`src/rtl/mem_stage_lsu_if.sv`:
```
// Data-memory port bundle between the MEM-stage load/store unit (master)
// and the data memory (slave): registered request fields plus ack/read data.
interface mem_stage_lsu_if;
  logic        dm_req;
  logic        dm_we;
  logic [31:0] dm_addr;
  logic [31:0] dm_wdata;
  logic [3:0]  dm_wstrb;
  logic        dm_ack;
  logic [31:0] dm_rdata;

  modport master (
    output dm_req, dm_we, dm_addr, dm_wdata, dm_wstrb,
    input  dm_ack, dm_rdata
  );

  modport slave (
    input  dm_req, dm_we, dm_addr, dm_wdata, dm_wstrb,
    output dm_ack, dm_rdata
  );
endinterface

```
`src/rtl/mem_stage_lsu.sv`:
```
// MEM-stage load/store unit: one req/ack access per load/store, pipeline freeze
// while outstanding, registered aligned/extended load data. Option: MISALIGN_TRAP_EN.
module mem_stage_lsu (
  input  logic        clk,
  input  logic        rst,
  input  logic        mem_read,
  input  logic        mem_write,
  input  logic [2:0]  funct3,
  input  logic [31:0] addr,
  input  logic [31:0] st_data,
  input  logic        pipe_stall,
  output logic        stall_mem,
  output logic [31:0] ld_data,
  output logic        misalign,
  mem_stage_lsu_if.master dm
);

  typedef enum logic [1:0] {
    IDLE = 2'b00,
    BUSY = 2'b01,
    DONE = 2'b10
  } state_e;

  state_e      state_q, state_d;
  logic        req_q, req_d;
  logic        we_q, we_d;
  logic [31:0] addr_q, addr_d;
  logic [31:0] wdata_q, wdata_d;
  logic [3:0]  wstrb_q, wstrb_d;
  logic [31:0] ld_q, ld_d;
  logic [2:0]  f3_q, f3_d;
  logic [1:0]  off_q, off_d;
  logic        mis_q, mis_d;
  logic        access_s;
  logic        mis_s;

  // Size is funct3[1:0]: 00 byte, 01 half, anything else a full word.
  function automatic logic [31:0] store_wdata(input logic [2:0] f3, input logic [31:0] sd);
    case (f3[1:0])
      2'b00:   return {4{sd[7:0]}};
      2'b01:   return {2{sd[15:0]}};
      default: return sd;
    endcase
  endfunction

  function automatic logic [3:0] store_wstrb(input logic [2:0] f3, input logic [1:0] off);
    case (f3[1:0])
      2'b00:   return 4'b0001 << off;
      2'b01:   return 4'b0011 << {off[1], 1'b0};
      default: return 4'b1111;
    endcase
  endfunction

  function automatic logic [31:0] load_extract(input logic [2:0] f3, input logic [1:0] off,
                                               input logic [31:0] rd);
    logic [7:0]  sh_b;
    logic [15:0] sh_h;
    sh_b = 8'(rd >> {off, 3'b000});
    sh_h = 16'(rd >> {off[1], 4'b0000});
    case (f3)
      3'b000:  return {{24{sh_b[7]}}, sh_b};
      3'b100:  return {24'h000000, sh_b};
      3'b001:  return {{16{sh_h[15]}}, sh_h};
      3'b101:  return {16'h0000, sh_h};
      default: return rd;
    endcase
  endfunction

  assign access_s = mem_read | mem_write;

`ifdef MISALIGN_TRAP_EN
  always_comb begin
    mis_s = 1'b0;
    if (access_s) begin
      case (funct3[1:0])
        2'b00:   mis_s = 1'b0;
        2'b01:   mis_s = addr[0];
        default: mis_s = (addr[1:0] != 2'b00);
      endcase
    end else begin
      mis_s = 1'b0;
    end
  end
`else
  assign mis_s = 1'b0;
`endif

  always_comb begin
    state_d   = state_q;
    req_d     = req_q;
    we_d      = we_q;
    addr_d    = addr_q;
    wdata_d   = wdata_q;
    wstrb_d   = wstrb_q;
    ld_d      = ld_q;
    f3_d      = f3_q;
    off_d     = off_q;
    mis_d     = 1'b0;
    stall_mem = 1'b0;
    case (state_q)
      IDLE: begin
        if (access_s && mis_s) begin
          mis_d = 1'b1;
        end else if (access_s) begin
          stall_mem = 1'b1;
          state_d   = BUSY;
          req_d     = 1'b1;
          we_d      = mem_write;
          addr_d    = {addr[31:2], 2'b00};
          wdata_d   = mem_write ? store_wdata(funct3, st_data) : wdata_q;
          wstrb_d   = mem_write ? store_wstrb(funct3, addr[1:0]) : 4'b0000;
          f3_d      = funct3;
          off_d     = addr[1:0];
        end else begin
          state_d = IDLE;
        end
      end
      BUSY: begin
        stall_mem = 1'b1;
        if (dm.dm_ack) begin
          req_d   = 1'b0;
          state_d = DONE;
          ld_d    = we_q ? ld_q : load_extract(f3_q, off_q, dm.dm_rdata);
        end else begin
          state_d = BUSY;
        end
      end
      // DONE never reissues; it only waits for the pipeline to move on.
      DONE: begin
        if (pipe_stall) begin
          state_d = DONE;
        end else begin
          state_d = IDLE;
        end
      end
      default: begin
        state_d = IDLE;
        req_d   = 1'b0;
      end
    endcase
  end

  always_ff @(posedge clk or posedge rst) begin
    if (rst) begin
      state_q <= IDLE;
      req_q   <= 1'b0;
      we_q    <= 1'b0;
      addr_q  <= 32'h0000_0000;
      wdata_q <= 32'h0000_0000;
      wstrb_q <= 4'b0000;
      ld_q    <= 32'h0000_0000;
      f3_q    <= 3'b000;
      off_q   <= 2'b00;
      mis_q   <= 1'b0;
    end else begin
      state_q <= state_d;
      req_q   <= req_d;
      we_q    <= we_d;
      addr_q  <= addr_d;
      wdata_q <= wdata_d;
      wstrb_q <= wstrb_d;
      ld_q    <= ld_d;
      f3_q    <= f3_d;
      off_q   <= off_d;
      mis_q   <= mis_d;
    end
  end

  assign dm.dm_req   = req_q;
  assign dm.dm_we    = we_q;
  assign dm.dm_addr  = addr_q;
  assign dm.dm_wdata = wdata_q;
  assign dm.dm_wstrb = wstrb_q;
  assign ld_data     = ld_q;
  assign misalign    = mis_q;

endmodule

```
`src/flat_wrapper.sv`:
```
// flat-port wrapper written by rule: the top's interface ports become plain ports
module mem_stage_lsu_flat 
  (clk, rst, mem_read, mem_write, funct3, addr, st_data, pipe_stall, stall_mem, ld_data, misalign, dm_dm_req, dm_dm_we, dm_dm_addr, dm_dm_wdata, dm_dm_wstrb, dm_dm_ack, dm_dm_rdata);
  mem_stage_lsu_if dm_i ();
  input  logic clk;
  input  logic rst;
  input  logic mem_read;
  input  logic mem_write;
  input  logic [2:0] funct3;
  input  logic [31:0] addr;
  input  logic [31:0] st_data;
  input  logic pipe_stall;
  output logic stall_mem;
  output logic [31:0] ld_data;
  output logic misalign;
  output wire logic [$bits(dm_i.dm_req)-1:0] dm_dm_req;
  output wire logic [$bits(dm_i.dm_we)-1:0] dm_dm_we;
  output wire logic [$bits(dm_i.dm_addr)-1:0] dm_dm_addr;
  output wire logic [$bits(dm_i.dm_wdata)-1:0] dm_dm_wdata;
  output wire logic [$bits(dm_i.dm_wstrb)-1:0] dm_dm_wstrb;
  input wire logic [$bits(dm_i.dm_ack)-1:0] dm_dm_ack;
  input wire logic [$bits(dm_i.dm_rdata)-1:0] dm_dm_rdata;
  assign dm_dm_req = dm_i.dm_req;
  assign dm_dm_we = dm_i.dm_we;
  assign dm_dm_addr = dm_i.dm_addr;
  assign dm_dm_wdata = dm_i.dm_wdata;
  assign dm_dm_wstrb = dm_i.dm_wstrb;
  assign dm_i.dm_ack = dm_dm_ack;
  assign dm_i.dm_rdata = dm_dm_rdata;
  mem_stage_lsu u_core (.clk(clk), .rst(rst), .mem_read(mem_read), .mem_write(mem_write), .funct3(funct3), .addr(addr), .st_data(st_data), .pipe_stall(pipe_stall), .stall_mem(stall_mem), .ld_data(ld_data), .misalign(misalign), .dm(dm_i));
endmodule
```
`config.mk`:
```
export PLATFORM = sky130hd
export DESIGN_NAME = mem_stage_lsu_flat
export DESIGN_NICKNAME = d
export VERILOG_FILES = /design/src/rtl/mem_stage_lsu_if.sv /design/src/rtl/mem_stage_lsu.sv /design/src/flat_wrapper.sv
export SDC_FILE = /design/constraint.sdc
export NUM_CORES = 1
export LEC_CHECK = 0
export ABC_AREA = 1
export BUFFER_PORTS_ARGS = -buffer_cell sky130_fd_sc_hd__buf_2
export CAP_MARGIN = 10
export CORE_UTILIZATION = 35
export CTS_BUF_LIST = sky130_fd_sc_hd__clkbuf_8
export DETAILED_ROUTE_END_ITERATION = 10
export GPL_TIMING_DRIVEN = 1
export PLACE_DENSITY = 0.71
export SYNTH_ARGS = -nofsm -noshare
export SYNTH_HDL_FRONTEND = slang
export SYNTH_SLANG_ARGS = --single-unit
```
`constraint.sdc`:
```
create_clock -name clk -period 3.7 [get_ports clk]
set_input_delay 0.74 -clock clk [delete_from_list [all_inputs] [get_ports clk]]
set_output_delay 0.74 -clock clk [all_outputs]
set_load 0.1 [all_outputs]
```
=== Yosys cells after proc, flatten, opt, wreduce, memory -nomap -nowiden ===
Index checks and enable logic that the tools add are counted.

* Equal/unequal tests: 8
* Shift-type cells: 4
* Muxes and demuxes: 13
* Bitwise gates (word level): 3
* Reduce and logical (&&, ||, !) cells: 7

{| class="wikitable"
|+ Operators by type and width
! kind !! number
|-
| $pmux 32 s4 || 1
|-
| $pmux 32 s2 || 1
|-
| $shr 32x5->16 || 1
|-
| $shr 32x5->8 || 1
|-
| $reduce_and 3->1 || 3
|-
| $pmux 4 s2 || 1
|-
| $eq 3x3->1 const B || 2
|-
| $pmux 2 s3 || 1
|-
| $eq 2x1->1 const B || 2
|-
| $logic_not 2->1 || 2
|-
| $mux 1 || 4
|-
| $mux 2 || 2
|-
| $mux 4 || 1
|-
| $shl 1x2->4 const A || 1
|-
| $shl 2x2->4 const A || 1
|-
| $eq 3x1->1 const B || 1
|-
| $logic_not 3->1 || 1
|-
| $pmux 1 s3 || 1
|-
| $eq 2x2->1 const B || 1
|-
| $ne 2x1->1 const B || 1
|-
| $ne 2x2->1 const B || 1
|-
| $not 1->1 || 2
|-
| $pmux 1 s2 || 1
|-
| $reduce_and 2->1 || 1
|-
| $or 1x1->1 || 1
|}

* Flip-flop bits (word level): 107
* Input port bits: 105
* Logic and storage cells: 44

=== Logic depth before layout (Yosys ltp) ===
Gate-level depths: netlist (run 1).

* Word-level depth: 3
* Gate-level depth with buffers: 11
* Mapped depth without buffers: 8

=== Worst setup path after synthesis (run 1) ===
OpenSTA, ideal clock, no wires.

* Kind: input-to-output
* From: input mem_read
* To: output stall_mem
* Arrival: 1.796 ns
* Data required time: 2.960 ns
* Slack: 1.164 ns
* Cell stages on the path: 3
* Path buffers: 1
* Cell sequence: o21ai_2 buf_2 nand2_1

* Longest elaborated chain between the ends: 3

{| class="wikitable"
|+ Ends and longest elaborated chain
! what !! RTL line !! text
|-
| start: declaration || flat_wrapper.sv:7 || <nowiki>input logic mem_read;</nowiki>
|-
| $or 1x1->1 || mem_stage_lsu.sv:69 || <nowiki>assign access_s = mem_read | mem_write;</nowiki>
|-
| $mux 1 || mem_stage_lsu.sv:104 || <nowiki>end else if (access_s) begin</nowiki>
|-
| $pmux 1 s2 || mem_stage_lsu.sv:100 || <nowiki>case (state_q)</nowiki>
|-
| end: declaration || flat_wrapper.sv:13 || <nowiki>output logic stall_mem;</nowiki>
|}

Every way passes these cells.

=== Worst setup path in the final report (run 1) ===
* From: register u_core.state_q[1]
* To: output stall_mem

* Longest elaborated chain between the ends: 2
* Elaborated cells between the ends (all ways): 3
* Classes of those cells: 1 x eq/ne; 1 x mux; 1 x reduce/logical

{| class="wikitable"
|+ Ends and longest elaborated chain
! what !! RTL line !! text
|-
| start: declaration || mem_stage_lsu.sv:24 || <nowiki>state_e state_q, state_d;</nowiki>
|-
| start signal: assignment || mem_stage_lsu.sv:156 || <nowiki>state_q <= state_d;</nowiki>
|-
| $eq 2x1->1 / $logic_not 2->1 (equally long branches) || mem_stage_lsu.sv:100 ||
|-
| $pmux 1 s2 (*) || mem_stage_lsu.sv:100 ||
|}

Every way passes the cells marked *; elsewhere a longest branch is shown, timed or not.

==> results of run 1 <==
worst max path at each step:
| stage | from | end | slack, ns | cells after the start |
|---|---|---|---|---|
| 5_1_grt | u_core.state_q[1] | stall_mem | 1.26 | 4 |
| 2_1_floorplan | rst | u_core.dm.dm_addr[10] | 0.14 | 1 |
| 4_1_cts | u_core.state_q[1] | stall_mem | 1.31 | 4 |
| 6_report | u_core.state_q[1] | stall_mem | 1.34 | 4 |
| 3_3_place_gp | funct3[1] | u_core.dm.dm_wdata[8] | 1.32 | 6 |
| 3_5_place_dp | funct3[1] | u_core.dm.dm_wdata[8] | 1.27 | 6 |
worst reg2reg max path, cell delays in order (launching register included):
cell	delay (ns)
dfrtp_1	0.46
nor2_2	0.23
nand2_2	0.34
inv_2	0.63
o21ai_0	0.23
o21ai_0	0.19
layout make-up:
class	instances	area, µm²	area share, %
clock inverters	7	53.8	0.818
multi-input cells	473	2140	32.6
well taps	184	230	3.50
flip-flops and latches	107	2680	40.7
inverters	75	287	4.36
repair buffers	210	1060	16.2
clock buffers	9	124	1.88
metal layers:
metal	up-vias	share of wire, %	global-route usage [%]
met5	-	0	0
met4	0	1.3	5.74
met3	17	9.2	5.61
met2	200	47	32.9
met1	2318	42	24.2
li1	2495	-	-
cells in the mapped netlist, types with 2 or more instances:
cell type,number
nor3_1,2
buf_2,22
a31oi_1,15
nor2_2,4
a41oi_1,8
dfrtp_1,107
nand3_1,30
nand2_1,262
buf_4,4
a21oi_1,19
nor2_1,63
nand2_2,4
o21ai_0,23
inv_2,5
nand3_2,11
clkbuf_1,3
nand4_1,8
or2_2,5
inv_1,68
or2_1,10
buf_6,7
registers in the layout, indices dropped and copies added, names as in the netlist:
| name | cells |
|---|---|
| u_core.dm.dm_wstrb | 4 |
| u_core.off_q | 2 |
| u_core.dm.dm_addr | 30 |
| u_core.dm.dm_req | 1 |
| u_core.dm.dm_we | 1 |
| u_core.ld_data | 32 |
| u_core.dm.dm_wdata | 32 |
| u_core.f3_q | 3 |
| u_core.state_q | 2 |
stage by stage:
stage	cell area, µm²	util (%)	instances
finish	6580	44.7	1065
global placement	6400	43.5	1049
CTS	6580	44.7	1065
detailed placement	6400	43.5	1049
floorplan	5330	-	693
global route	6580	44.7	1065
kinds of logic after synthesis:
family,share of synthesized area [%]
and+or+nand+nor,32.5
AOI/OAI and AO/OA,7.35
other,0.0704
DFF,50.3
buffers and inverters,9.82
==> flow_metrics.env, run 1 <==
export IMPL_status="finished, violations left"
export IMPL_violations="DRC"
export IMPL_hp_class="in2async"
export IMPL_cts_tree="yes"
export IMPL_crit_fanout=5
export IMPL_synthCells=691
export IMPL_cts_setup_buffers=0
export IMPL_ff2ff_path_depth=5
export IMPL_drive_above_1_share_pct=29.7
export IMPL_critPathTopFamily="flip-flops"
export IMPL_synth_seq_area_share_pct=50.3
export IMPL_syn_area_um2=5330
export IMPL_holdWs_ns=0.458
export IMPL_core_um2=14700
export IMPL_synth_distinct_cells=32
export IMPL_crit_path_top_delay_cell="dfrtp_1"
export IMPL_synth_area_leaders="dfrtp_1, nand2_1, inv_1, nor2_1, nand3_1"
export IMPL_fillers=1532
export IMPL_grt_first_pass_wirelength_um=24200
export IMPL_required_ns=2.96
export IMPL_drv_slew=0
export IMPL_grt_start_max_net_pins=56
export IMPL_clock_sinks=107
export IMPL_antenna_cells=0
export IMPL_clk_path_buf_depth=2
export IMPL_skew_ns=0.0126
export IMPL_rows=44
export IMPL_r2r_start="u_core.state_q[1]"
export IMPL_pre_cts_slack_ns=1.27
export IMPL_fin_ws_ns=1.34
export IMPL_cts_root_buf="clkbuf_8"
export IMPL_finalCritPeriodShare_pct=63.7
export IMPL_synth_async_sr_flop_share_pct=100
export IMPL_grt_remaining_overflow=0
export IMPL_layout_nets=981
export IMPL_cts_resized=0
export IMPL_grtUsageTotal_pct=19.5
export IMPL_first_global_vias=4973
export IMPL_portBuffers=205
export IMPL_clock_fmax_ghz=0.425
export IMPL_r2r_setup_slack_ns=1.55
export IMPL_crit_arrival_ns=1.62
export IMPL_end_kind="output port"
export IMPL_place_hpwl_um=10900
export IMPL_finalHoldViolations=0
export IMPL_yosysTopAreaCell="dfrtp_1"
export IMPL_post_route_min_period_ns=2.36
export IMPL_rsz0062_at_grt="no"
export IMPL_cts_clk_slew_worst_paths_ns=0.10
export IMPL_io_pins=209
export IMPL_first_iter_violations=334
export IMPL_critPathBufInv=1
export IMPL_synth_main_ff_cell="dfrtp_1"
export IMPL_drv_cap=0
export IMPL_fp_dieW_um=125
export IMPL_ys_warn_count=0
export IMPL_syn_area_per_cell_um2=7.71
export IMPL_start_util_pct=36.2
export IMPL_dieArea_um2=15700
export IMPL_worstSkewPairLatency_ns=0.39
export IMPL_wl_per_cell_um=14.0
export IMPL_ant_nets=0
export IMPL_antenna_found_initial=0
export IMPL_synth_top_area_share_pct=50.3
export IMPL_worst_pin_slew_ns=0.677
export IMPL_drtPass1Iterations=9
export IMPL_h_tree_depth=3
export IMPL_slew_headroom_pct=54.8
export IMPL_ys_ff_latch=107
export IMPL_dieHeight_um=125
export IMPL_gp_congestion=0.819
export IMPL_final_setup_tns_ns=0
export IMPL_cts_hold_buf=0
export IMPL_area_growth_pct=23.5
export IMPL_layout_common_cells="nand2_1, buf_2, dfrtp_1, inv_1, nor2_1"
export IMPL_slowest_delay_ns=0.46
export IMPL_cp_start_kind="flop"
export IMPL_vias=5030
export IMPL_synth_edf_count=0
export IMPL_final_common_cell="nand2_1"
export IMPL_crit_chain="nor2_2 -> o21ai_4 -> nand2_1 -> buf_2"
export IMPL_path_class="reg2out"
export IMPL_numCtsBuffers=9
export IMPL_avgViaCountPerCell=4.72
export IMPL_setup_viol=0
export IMPL_remaining_drc_errors=14
export IMPL_reg2reg_to="u_core.dm.dm_wstrb[0]"
export IMPL_wirelength_um=14900
Power of run 1 is left out: the tool's default activity adds up to more than one toggle a clock period on the data nets, which glitch-free logic cannot reach.
==> inputs of run 2 (changes only) <==
ABC_AREA = 0   (was 1)
PLACE_DENSITY = 0.72   (was 0.71)
clock period = 2 ns   (was 3.7 ns; I/O delays follow)
==> flow_metrics.env, run 2 <==
export IMPL_remaining_drc_errors=0
export IMPL_layout_common_cells="buf_2, nand2_1, dfrtp_1, nor2_1, a21oi_1"
export IMPL_place_hpwl_um=10100
export IMPL_cts_clk_slew_worst_paths_ns=0.10
export IMPL_skew_ns=0.0106
export IMPL_finalCritPeriodShare_pct=92.0
export IMPL_wl_per_cell_um=14.8
export IMPL_use_met3_pct=5.57
export IMPL_synth_most_common_cell="nand2_1"
export IMPL_required_ns=1.60
export IMPL_clk_path_buf_depth=2
export IMPL_clock_fmax_ghz=0.544
export IMPL_drv_slew=0
export IMPL_worstSkewPairLatency_ns=0.39
export IMPL_synth_area_leaders="dfrtp_1, nand2_1, mux2i_1, a21oi_1, nor2_1"
export IMPL_layout_nets=855
export IMPL_vias=4541
export IMPL_avgViaCountPerCell=4.86
export IMPL_yosysTopAreaCell="dfrtp_1"
export IMPL_io_pins=209
export IMPL_cts_tree="yes"
export IMPL_reg2reg_to="u_core.ld_data[8]"
export IMPL_drtPass1Iterations=4
export IMPL_r2r_start="u_core.f3_q[0]"
export IMPL_status="finished clean"
export IMPL_antenna_cells=0
export IMPL_clock_sinks=107
export IMPL_drv_cap=0
export IMPL_gr_usage_met1_pct=24.5
export IMPL_synth_top_area_share_pct=54.3
export IMPL_synth_async_sr_flop_share_pct=100
export IMPL_slew_headroom_pct=30.7
export IMPL_dieHeight_um=121
export IMPL_post_route_min_period_ns=1.84
export IMPL_r2r_setup_slack_ns=0.18
export IMPL_start_util_pct=35.7
export IMPL_ys_warn_count=0
export IMPL_fin_area_um2=6420
export IMPL_worst_pin_slew_ns=1.04
export IMPL_cp_start_kind="flop"
export IMPL_cts_hold_buf=0
export IMPL_core_um2=13800
export IMPL_cts_root_buf="clkbuf_8"
export IMPL_drive_above_1_share_pct=34.6
export IMPL_setup_viol=0
export IMPL_path_class="reg2out"
export IMPL_dpl_cell_area_um2=6210
export IMPL_synth_distinct_cells=41
export IMPL_synth_edf_count=0
export IMPL_portBuffers=205
export IMPL_synth_seq_area_share_pct=54.3
export IMPL_syn_area_per_cell_um2=8.96
export IMPL_antenna_found_initial=1
export IMPL_gp_congestion=0.821
export IMPL_rsz0062_at_grt="no"
export IMPL_crit_arrival_ns=1.44
export IMPL_regArea_um2=2680
export IMPL_grt_first_pass_wirelength_um=21600
export IMPL_finalHoldViolations=0
export IMPL_crit_fanout=8
export IMPL_grt_util_met2_pct=30.7
export IMPL_area_growth_pct=30.1
export IMPL_rows=43
export IMPL_dieArea_um2=14600
export IMPL_ant_nets=0
export IMPL_holdWs_ns=0.165
export IMPL_grtUsageTotal_pct=19.3
export IMPL_synth_main_ff_cell="dfrtp_1"
export IMPL_final_common_cell="buf_2"
export IMPL_top_usage_layer="met2"
export IMPL_fp_dieW_um=121
export IMPL_end_kind="output port"
export IMPL_numCtsBuffers=9
export IMPL_first_iter_violations=268
export IMPL_h_tree_depth=3
export IMPL_fillers=1361
export IMPL_final_setup_tns_ns=0
export IMPL_syn_area_um2=4930
export IMPL_ys_ff_latch=107
export IMPL_ff2ff_path_depth=4
export IMPL_final_util_pct=46.4
export IMPL_multi_input_comb_area_um2=2090
export IMPL_synth_commonest_cells="nand2_1, dfrtp_1, nor2_1"
export IMPL_wirelength_um=13800
export IMPL_synthCells=551
export IMPL_grt_remaining_overflow=0
export IMPL_first_global_vias=4260
export IMPL_grt_start_max_net_pins=108
export IMPL_hp_class="in2async"
run 2: changes by cell type in the layout (fill, tap and decap cells not counted), moves of 11 or more:
cell / before / now
a31oi_1: 15 / 1
a21oi_1: 19 / 46
inv_1: 67 / 4
mux2i_1: 0 / 33
nand2_1: 262 / 172
nand3_2: 11 / 0
nand3_1: 30 / 10
nor2_1: 63 / 50
run 2: worst max-delay path by stage:
| stage | start | to | slack (ns) | cells past startpoint |
|---|---|---|---|---|
| 6_report | u_core.state_q[0] | stall_mem | 0.16 | 4 |
| 2_1_floorplan | u_core.dm.dm_we | u_core.ld_data[10] | 0.11 | 5 |
| 5_1_grt | u_core.f3_q[0] | u_core.ld_data[14] | 0.04 | 4 |
| 4_1_cts | u_core.state_q[0] | stall_mem | 0.07 | 4 |
| 3_5_place_dp | u_core.f3_q[0] | u_core.ld_data[8] | 0.25 | 4 |
| 3_3_place_gp | u_core.f3_q[0] | u_core.ld_data[8] | 0.23 | 4 |
run 2: cells by family (layout without fill, tap and decap cells):
logic type | count (synthesis) | in the layout | share of synthesized area (%)
AO/OA/AOI/OAI | 107 | 107 | 12.8
other | 1 | 3 | 0.0760
multiplexers | 36 | 36 | 7.43
buffers and inverters | 42 | 244 | 3.98
flip-flops | 107 | 107 | 54.3
AND/OR/NAND/NOR | 258 | 258 | 21.5
run 2: worst max-delay path, cell delays in order, from the launching register on:
cell and delay [ns]:
dfrtp_1 0.39, buf_4 0.17, nor3_2 0.19, nor2_2 0.04
clkbuf_4 0.27
run 2: what timing repair did:
item | 4_1_cts | 5_1_grt
resized for setup | 0 | 2
setup endpoints to repair | 0 | 1
hold endpoints to repair | 0 | 0
setup buffers | 0 | 0
run 2: final cells by class:
type	count	share of cell area, %
Timing Repair Buffer	223	18.7
Clock inverter	6	1.01
Sequential cell	107	41.7
Inverter	5	0.351
Tap cell	180	3.51
Clock buffer	10	2.14
Multi-Input combinational cell	404	32.6
run 2: per-layer routing:
metal / vias up / share of wire (%)
met3: 16 / 9.0
met2: 214 / 46
met1: 2096 / 43
li1: 2215 / -
met4: 0 / 1.9
met5: - / 0
run 2: metrics by stage:
stage               cells  setup WS (ns)
floorplan             553          0.109
global placement      919          0.225
detailed placement    919          0.251
CTS                   935         0.0676
global route          935         0.0371
finish                935          0.160
Power of run 2 is left out for the same reason.
==> inputs of run 3 (changes only) <==
CORE_UTILIZATION = 45   (was 35)
PLACE_DENSITY = 0.87   (was 0.72)
==> flow_metrics.env, run 3 (synthesis results as in run 2) <==
export IMPL_path_class="reg2out"
export IMPL_vias=4634
export IMPL_place_hpwl_um=9950
export IMPL_multi_input_comb_area_um2=2090
export IMPL_h_tree_depth=3
export IMPL_setup_viol=0
export IMPL_rows=37
export IMPL_post_route_min_period_ns=1.84
export IMPL_fin_ws_ns=0.161
export IMPL_clock_fmax_ghz=0.544
export IMPL_hp_class="in2async"
export IMPL_drv_cap=0
export IMPL_worst_pin_slew_ns=0.976
export IMPL_drtPass1Iterations=4
export IMPL_layout_nets=856
export IMPL_antenna_found_initial=0
export IMPL_final_common_cell="buf_2"
export IMPL_dieArea_um2=11400
export IMPL_first_global_vias=4431
export IMPL_area_growth_pct=28.4
export IMPL_dpl_cell_area_um2=6140
export IMPL_clock_sinks=107
export IMPL_layout_common_cells="buf_2, nand2_1, dfrtp_1, nor2_1, a21oi_1"
export IMPL_core_um2=10500
export IMPL_critPathTopFamily="flip-flops"
export IMPL_gp_congestion=0.856
export IMPL_cts_resized=0
export IMPL_slew_headroom_pct=34.7
export IMPL_critPathBufInv=1
export IMPL_status="finished clean"
export IMPL_fp_dieW_um=107
export IMPL_holdWs_ns=0.188
export IMPL_fillers=937
export IMPL_wirelength_um=13200
export IMPL_slowest_delay_ns=0.49
export IMPL_regArea_um2=2680
export IMPL_required_ns=1.60
export IMPL_cts_setup_buffers=0
export IMPL_worstSkewPairLatency_ns=0.36
export IMPL_final_setup_tns_ns=0
export IMPL_cts_root_buf="clkbuf_8"
export IMPL_clk_path_buf_depth=2
export IMPL_portBuffers=205
export IMPL_end_kind="output port"
export IMPL_drv_slew=0
export IMPL_start_util_pct=47.2
export IMPL_crit_arrival_ns=1.44
export IMPL_crit_fanout=9
export IMPL_remaining_drc_errors=0
export IMPL_ant_nets=0
export IMPL_rsz0062_at_grt="no"
export IMPL_dieHeight_um=107
export IMPL_cts_clk_slew_worst_paths_ns=0.11
export IMPL_grt_remaining_overflow=0
export IMPL_crit_chain="nor3_1 -> nor2_2 -> clkbuf_4"
export IMPL_io_pins=209
export IMPL_cts_tree="yes"
export IMPL_wl_per_cell_um=14.8
export IMPL_grt_start_max_net_pins=108
export IMPL_avgViaCountPerCell=5.20
export IMPL_skew_ns=0.0121
export IMPL_antenna_cells=0
export IMPL_first_iter_violations=285
export IMPL_pre_cts_slack_ns=0.266
export IMPL_crit_path_top_delay_cell="dfrtp_1"
export IMPL_finalCritPeriodShare_pct=92.0
export IMPL_cts_hold_buf=0
export IMPL_finalHoldViolations=0
export IMPL_fin_area_um2=6340
export IMPL_grtUsageTotal_pct=24.0
export IMPL_numCtsBuffers=9
export IMPL_drive_above_1_share_pct=34.5
export IMPL_cp_start_kind="flop"
export IMPL_grt_first_pass_wirelength_um=21400
==> run 3: changes by cell type in the layout (fill, tap and decap cells not counted) <==
cell       before  now
nor3_2          1    0
inv_6           0    3
bufinv_16       1    0
buf_12          3    1
clkbuf_8       10   11
clkinv_4        2    1
nor3_1          4    5
buf_4          15   18
clkinv_2        2    0
==> run 3: final cells by class <==
cell class	instances	area share (%)
clock buffers	11	2.39
clock inverters	5	0.671
inverters	5	0.355
multi-input cells	404	33.0
flip-flops and latches	107	42.3
well taps	136	2.69
repair buffers	224	18.7
==> run 3: worst paths after layout <==
path                                       from  slack, ns                    end  depth (start not counted)
max reg2reg                   u_core.state_q[1]       0.25      u_core.ld_data[8]                          4
min                                         rst       0.19     u_core.ld_data[11]                          3
min in group clk                       addr[17]       0.22  u_core.dm.dm_addr[17]                          3
max in group asynchronous                   rst       1.40   u_core.dm.dm_addr[3]                          3
min reg2reg                u_core.dm.dm_addr[7]       0.48   u_core.dm.dm_addr[7]                          2
max                           u_core.state_q[0]       0.16              stall_mem                          3
==> run 3: tightest hold or removal path: stages <==
cell,delay [ns]
buf_2,0.11
clkinvlp_4,0.07
buf_12,0.44
==> run 3: routing by layer <==
| layer | part of all wire, % | global-route usage [%] | up-vias |
|---|---|---|---|
| li1 | - | - | 2226 |
| met4 | 2.1 | 8.81 | 0 |
| met2 | 48 | 40.3 | 214 |
| met1 | 41 | 30.1 | 2174 |
| met5 | 0 | 0 | - |
| met3 | 8.5 | 5.53 | 20 |
==> run 3: stage by stage <==
stage,cells,util [%]
floorplan,553,-
global placement,876,58.7
detailed placement,876,58.7
CTS,892,60.5
global route,892,60.6
finish,892,60.6
Power of run 3 is left out for the same reason.
